<file path="config.mk">
export PLATFORM = sky130hd
export DESIGN_NAME = param_sync_fifo
export DESIGN_NICKNAME = d
export VERILOG_FILES = /design/src/rtl/fifo_pkg.sv /design/src/rtl/fifo_ram.sv /design/src/rtl/param_sync_fifo.sv
export SDC_FILE = /design/constraint.sdc
export NUM_CORES = 1
export LEC_CHECK = 0
export ABC_CLOCK_PERIOD_IN_PS = 5900
export CELL_PAD_IN_SITES_DETAIL_PLACEMENT = 1
export CELL_PAD_IN_SITES_GLOBAL_PLACEMENT = 2
export CORE_ASPECT_RATIO = 0.6
export CORE_MARGIN = 8
export CORE_UTILIZATION = 49
export DETAILED_ROUTE_END_ITERATION = 8
export GPL_TIMING_DRIVEN = 0
export PLACE_DENSITY = 0.87
export SETUP_SLACK_MARGIN = 0.1
export SYNTH_ARGS = -nofsm -noshare
export SYNTH_HDL_FRONTEND = slang
export SYNTH_SLANG_ARGS = --single-unit
</file>
<file path="constraint.sdc">
create_clock -name clk -period 5.9 [get_ports clk]
set_input_delay 1.18 -clock clk [delete_from_list [all_inputs] [get_ports clk]]
set_output_delay 1.18 -clock clk [all_outputs]
set_load 0.03 [all_outputs]
</file>
<file path="src/rtl/fifo_pkg.sv">
// Shared definitions for the synchronous FIFO family: sizing helpers and the
// error-flag layout used when the flags are exported to IP status registers.
package fifo_pkg;

    // Ceiling log2; clog2(1) == 0.
    function automatic int unsigned clog2(input int unsigned value);
        int unsigned v;
        int unsigned r;
        v = (value > 0) ? value - 1 : 0;
        r = 0;
        while (v > 0) begin
            r = r + 1;
            v = v >> 1;
        end
        return r;
    endfunction

    // Occupancy counter width: one extra bit so DEPTH itself is representable.
    function automatic int unsigned cnt_width(input int unsigned depth);
        return clog2(depth) + 1;
    endfunction

    function automatic bit is_pow2(input int unsigned value);
        return (value != 0) && ((value & (value - 1)) == 0);
    endfunction

    localparam int unsigned ERR_OVERFLOW_BIT  = 0;
    localparam int unsigned ERR_UNDERFLOW_BIT = 1;
    localparam int unsigned ERR_NUM_BITS      = 2;

    // Field order matches the bit positions above.
    typedef struct packed {
        logic underflow;
        logic overflow;
    } fifo_err_t;

endpackage

</file>
<file path="src/rtl/fifo_ram.sv">
// Simple dual-port storage: one write port, one registered read port, no reset.
// A read and write to the same address in one cycle returns the old word.
module fifo_ram
    import fifo_pkg::*;
#(
    parameter int unsigned WIDTH = 8,
    parameter int unsigned DEPTH = 16,
    localparam int unsigned AW   = clog2(DEPTH)
) (
    input  logic             clk,
    input  logic             wr_en,
    input  logic [AW-1:0]    wr_addr,
    input  logic [WIDTH-1:0] wr_data,
    input  logic             rd_en,
    input  logic [AW-1:0]    rd_addr,
    output logic [WIDTH-1:0] rd_data
);

    logic [WIDTH-1:0] mem [DEPTH];
    logic [WIDTH-1:0] rd_data_q;

    always_ff @(posedge clk) begin
        if (wr_en) begin
            mem[wr_addr] <= wr_data;
        end
        if (rd_en) begin
            rd_data_q <= mem[rd_addr];
        end
    end

    assign rd_data = rd_data_q;

endmodule

</file>
<file path="src/rtl/param_sync_fifo.sv">
// Parametrised single-clock FIFO controller: pointers, occupancy, status flags
// and sticky error flags around a fifo_ram with one cycle of read latency.
module param_sync_fifo
    import fifo_pkg::*;
#(
    parameter int unsigned WIDTH     = 8,
    parameter int unsigned DEPTH     = 16,
    parameter int unsigned AFULL_TH  = DEPTH - 2,
    parameter int unsigned AEMPTY_TH = 2,
    localparam int unsigned AW       = clog2(DEPTH),
    localparam int unsigned CW       = cnt_width(DEPTH)
) (
    input  logic             clk,
    input  logic             rst,
    input  logic [WIDTH-1:0] data_in,
    input  logic             wr_en,
    input  logic             rd_en,
    input  logic             clr_err,
    output logic [WIDTH-1:0] data_out,
    output logic             rd_valid,
    output logic             full,
    output logic             empty,
    output logic             almost_full,
    output logic             almost_empty,
    output logic [CW-1:0]    count,
    output logic             overflow,
    output logic             underflow
);

    if (WIDTH < 1) begin : g_bad_width
        $fatal(1, "param_sync_fifo: WIDTH must be >= 1");
    end
    if (!is_pow2(DEPTH) || DEPTH < 4) begin : g_bad_depth
        $fatal(1, "param_sync_fifo: DEPTH must be a power of two >= 4");
    end
    if (!(AEMPTY_TH < AFULL_TH && AFULL_TH <= DEPTH)) begin : g_bad_thresholds
        $fatal(1, "param_sync_fifo: need AEMPTY_TH < AFULL_TH <= DEPTH");
    end

    localparam logic [CW-1:0] DepthC  = CW'(DEPTH);
    localparam logic [CW-1:0] AfullC  = CW'(AFULL_TH);
    localparam logic [CW-1:0] AemptyC = CW'(AEMPTY_TH);

    logic [AW-1:0]    wr_ptr_q, wr_ptr_d;
    logic [AW-1:0]    rd_ptr_q, rd_ptr_d;
    logic [CW-1:0]    count_q, count_d;
    logic             rd_valid_q, rd_valid_d;
    logic             dout_live_q, dout_live_d;
    fifo_err_t        err_q, err_d;
    logic             rd_acc, wr_acc;
    logic [WIDTH-1:0] ram_rd_data;

    // Flags come straight from the registered count.
    assign full         = (count_q == DepthC);
    assign empty        = (count_q == '0);
    assign almost_full  = (count_q >= AfullC);
    assign almost_empty = (count_q <= AemptyC);

    always_comb begin
        rd_acc      = rd_en && !empty;
        // A read at full frees the slot this write lands in.
        wr_acc      = wr_en && (!full || rd_acc);

        wr_ptr_d    = wr_ptr_q;
        rd_ptr_d    = rd_ptr_q;
        count_d     = count_q;
        rd_valid_d  = rd_acc;
        dout_live_d = dout_live_q || rd_acc;
        err_d       = err_q;

        if (wr_acc) begin
            wr_ptr_d = wr_ptr_q + AW'(1);
        end
        if (rd_acc) begin
            rd_ptr_d = rd_ptr_q + AW'(1);
        end

        unique case ({wr_acc, rd_acc})
            2'b10:   count_d = count_q + CW'(1);
            2'b01:   count_d = count_q - CW'(1);
            default: count_d = count_q;
        endcase

        // A fresh error in the same cycle as clr_err keeps the flag set.
        err_d.overflow  = (wr_en && !wr_acc) || (err_q.overflow && !clr_err);
        err_d.underflow = (rd_en && !rd_acc) || (err_q.underflow && !clr_err);
    end

    always_ff @(posedge clk) begin
        if (rst) begin
            wr_ptr_q    <= '0;
            rd_ptr_q    <= '0;
            count_q     <= '0;
            rd_valid_q  <= 1'b0;
            dout_live_q <= 1'b0;
            err_q       <= '0;
        end else begin
            wr_ptr_q    <= wr_ptr_d;
            rd_ptr_q    <= rd_ptr_d;
            count_q     <= count_d;
            rd_valid_q  <= rd_valid_d;
            dout_live_q <= dout_live_d;
            err_q       <= err_d;
        end
    end

    fifo_ram #(
        .WIDTH (WIDTH),
        .DEPTH (DEPTH)
    ) u_ram (
        .clk     (clk),
        .wr_en   (wr_acc && !rst),
        .wr_addr (wr_ptr_q),
        .wr_data (data_in),
        .rd_en   (rd_acc && !rst),
        .rd_addr (rd_ptr_q),
        .rd_data (ram_rd_data)
    );

    // The RAM read register has no reset; mask it until the first read after reset.
    assign data_out  = dout_live_q ? ram_rd_data : '0;
    assign rd_valid  = rd_valid_q;
    assign count     = count_q;
    assign overflow  = err_q.overflow;
    assign underflow = err_q.underflow;

endmodule

</file>
==> run metrics <==
worst hold path type flip-flop to flip-flop; CP max FO 8; largest net degree at the start of global routing 17; Top FF cell, synth edfxtp_1; Total Wirelength 15100 µm; post_cts resized 0; sequential power share between 40% and 50%; Max Clk Rate approximately 280 MHz; clock power share 33.4%; CP Data Arrival Time 2.42 ns; Hold Fails Final Rpt 0; setup repair after global routing missed its margin no; Routed Antenna Nets 0; CTS root buf clkbuf_16; total CTS buffers 17; clk sink count 153; # setup viols final 0; Post-Syn Instances 346; switching share of power 30.7%; Nets 419; Int Pwr 2.21 mW; Core Util, Final about three fifths; Die Height 103 µm; share of post-route cells with drive strength above 1 17.8%; grt total ovfl 0; DIE WIDTH 161 µm; starting density of the core 50.8%; CORE AREA 12200 µm²; worst-margin pin slew 0.835 ns; Async SR Flop Fraction 0%; Layout area overhead 17.9%; Final Critical Period 3.60 ns; routability cong. 0.780; #FFs+latches synth 153; Synth top area share around two thirds; Final Cycle Share 61.0%; Final Skew roughly 0.01 ns; Synth Warn # 0; sequential share of the synthesized area 71.5%; DRC 0; Worst-Skew Late Latency 0.43 ns; First DRT Iteration DRCs 311; share of total power in combinational logic between 20% and 30%; synth top area cells edfxtp_1 (66%), mux4_2 (12%), dfxtp_1 (5.5%), a22oi_1 (2.1%), and3_1 (1.6%); H-tree levels 4; global-route usage over all layers 19.6%; Die Area 16600 µm²; switching pwr 979 µW; Ports 33; Worst Path Required 4.72 ns; outcome finished clean; per-cell routed wire length 26.3 µm; synthesized area 6190 µm²; pwr/cell area 437 nW/µm²; drt pass-1 iters 5; critical path class flip-flop to output port; Max Slew Vio Count 0; Rows 31; vias in the first global route 3634; TritonCTS clock tree yes; Lkg Pwr between 2 and 2.5 nW; global-route wire length before repair roughly 23000 µm; element type at the critical path end output port; max_slew headroom 43.8%; cell taking the most area after synthesis edfxtp_1; PnR Total Power 3.19 mW; maximum VDD drop about 270 µV; cts hold-fix bufs 0; Clock Path Buffers 2; diode count 0; Clock transition at path regs ~0.070 ns; initial antenna violation count 0; Final Instance Area around 7300 µm²; dpl hpwl 10600 µm; synth unique cells 44; EDFF count, synth about 140; Avg Inst Size Synth approximately 18 µm²; routed vias 3452; Post-Route Setup TNS 0 ns; Startpoint Class flip-flop; post-CTS setup buffer count 0; Placed Area approximately 6700 µm²; Max-Cap Viols 0; Avg Vias per Cell 6.00; syn nets about 370; Port Buffer Count 32
[cell families (layout without fill, tap and decap cells)]
family / Yosys count / in the layout / synth area share [%]
adder cells (fa/ha/maj): 9 / 9 / 1.94
buffers and inverters: 23 / 87 / 1.74
flip-flops: 153 / 153 / 71.5
XOR/XNOR: 6 / 6 / 0.849
AO/OA/AOI/OAI: 42 / 42 / 4.87
AND/OR/NAND/NOR: 76 / 76 / 6.59
multiplexers: 37 / 37 / 12.5
[sequential cells by signal (all words and copies together) (netlist names)]
signal and count:
count 5, dout_live_q 1, overflow 1, rd_ptr_q 4
rd_valid 1, u_ram.mem 128, u_ram.rd_data 8, underflow 1
wr_ptr_q 4
[layout make-up]
type | instances | area (µm²)
plain buffers | 16 | 81.3
clock buffers | 20 | 468
clock inverters | 12 | 113
fillers | 1094 | 4880
inverters | 7 | 26.3
multi-input cells | 170 | 1660
flip-flops and latches | 153 | 4420
well taps | 165 | 206
repair buffers | 32 | 320
[metrics by stage]
step | std cells | setup slack (ns) | hold slack, ns
after floorplan | 346 | 2.61 | 0.477
after global placement | 543 | 2.09 | 0.481
after detailed placement | 543 | 2.01 | 0.514
after CTS | 575 | 2.29 | 0.529
after global routing | 575 | 2.19 | 0.569
final | 575 | 2.30 | 0.529
[power by group through the flow]
stage	combinational, mW	clock [mW]	sequential (mW)
global placement	0.791	0	1.31
global route	0.887	1.11	1.30
detailed placement	0.829	0	1.31
finish	0.831	1.06	1.29
CTS	0.834	1.07	1.29
floorplan	0.504	0	1.33
[per-layer routing]
metal	up-vias	part of all wire, %	global-route usage (%)	wire length, µm
li1	1493	-	-	-
met1	1824	46	27.8	6950
met2	124	45	29.5	6880
met3	11	7.7	4.82	1170
met4	0	0.80	5.80	121
met5	-	0	0	0
[worst paths after layout]
| check | start | end | slack (ns) | cells after the start |
|---|---|---|---|---|
| max reg2reg | count[0] | count[4] | 2.85 | 9 |
| min reg2reg | underflow | underflow | 0.53 | 2 |
| max | count[0] | full | 2.30 | 4 |
| min | underflow | underflow | 0.53 | 2 |
[Yosys cell counts (2+ instances only)]
master,count
mux2i_1,3
xnor2_1,3
o21ai_0,3
a31oi_1,2
nor2b_1,7
nand2_1,10
and2_1,11
nor3_1,5
a2111oi_0,2
a22oi_1,17
buf_6,2
ha_1,8
inv_1,7
mux4_2,32
nor2_1,16
edfxtp_1,136
dfxtp_1,17
a21oi_1,6
clkbuf_1,7
and3_1,16
xor2_1,3
buf_2,5
buf_1,2
a211oi_1,2
nand3_1,5
[critical path, stage by stage (launching register included)]
cell and delay (ns):
dfxtp_1 0.40, or4_1 0.54, buf_2 0.20, nor2_1 0.15, clkdlybuf4s50_1 0.69
[cells in the final DEF (no fill, tap or decap), drive strengths merged, types with 2 or more instances in the layout]
cell / count
edfxtp: 136
mux4: 32
clkdlybuf4s50: 32
clkbuf: 27
a22oi: 17
dfxtp: 17
nor2: 16
and3: 16
inv: 12
and2: 11
nand2: 10
buf: 9
ha: 8
nor2b: 7
a21oi: 6
nor3: 5
nand3: 5
o21ai: 5
clkinv: 5
mux2i: 3
xnor2: 3
xor2: 3
a2111oi: 2
a211oi: 2
a31oi: 2
mux2: 2
(Power assumes the default switching activity.)
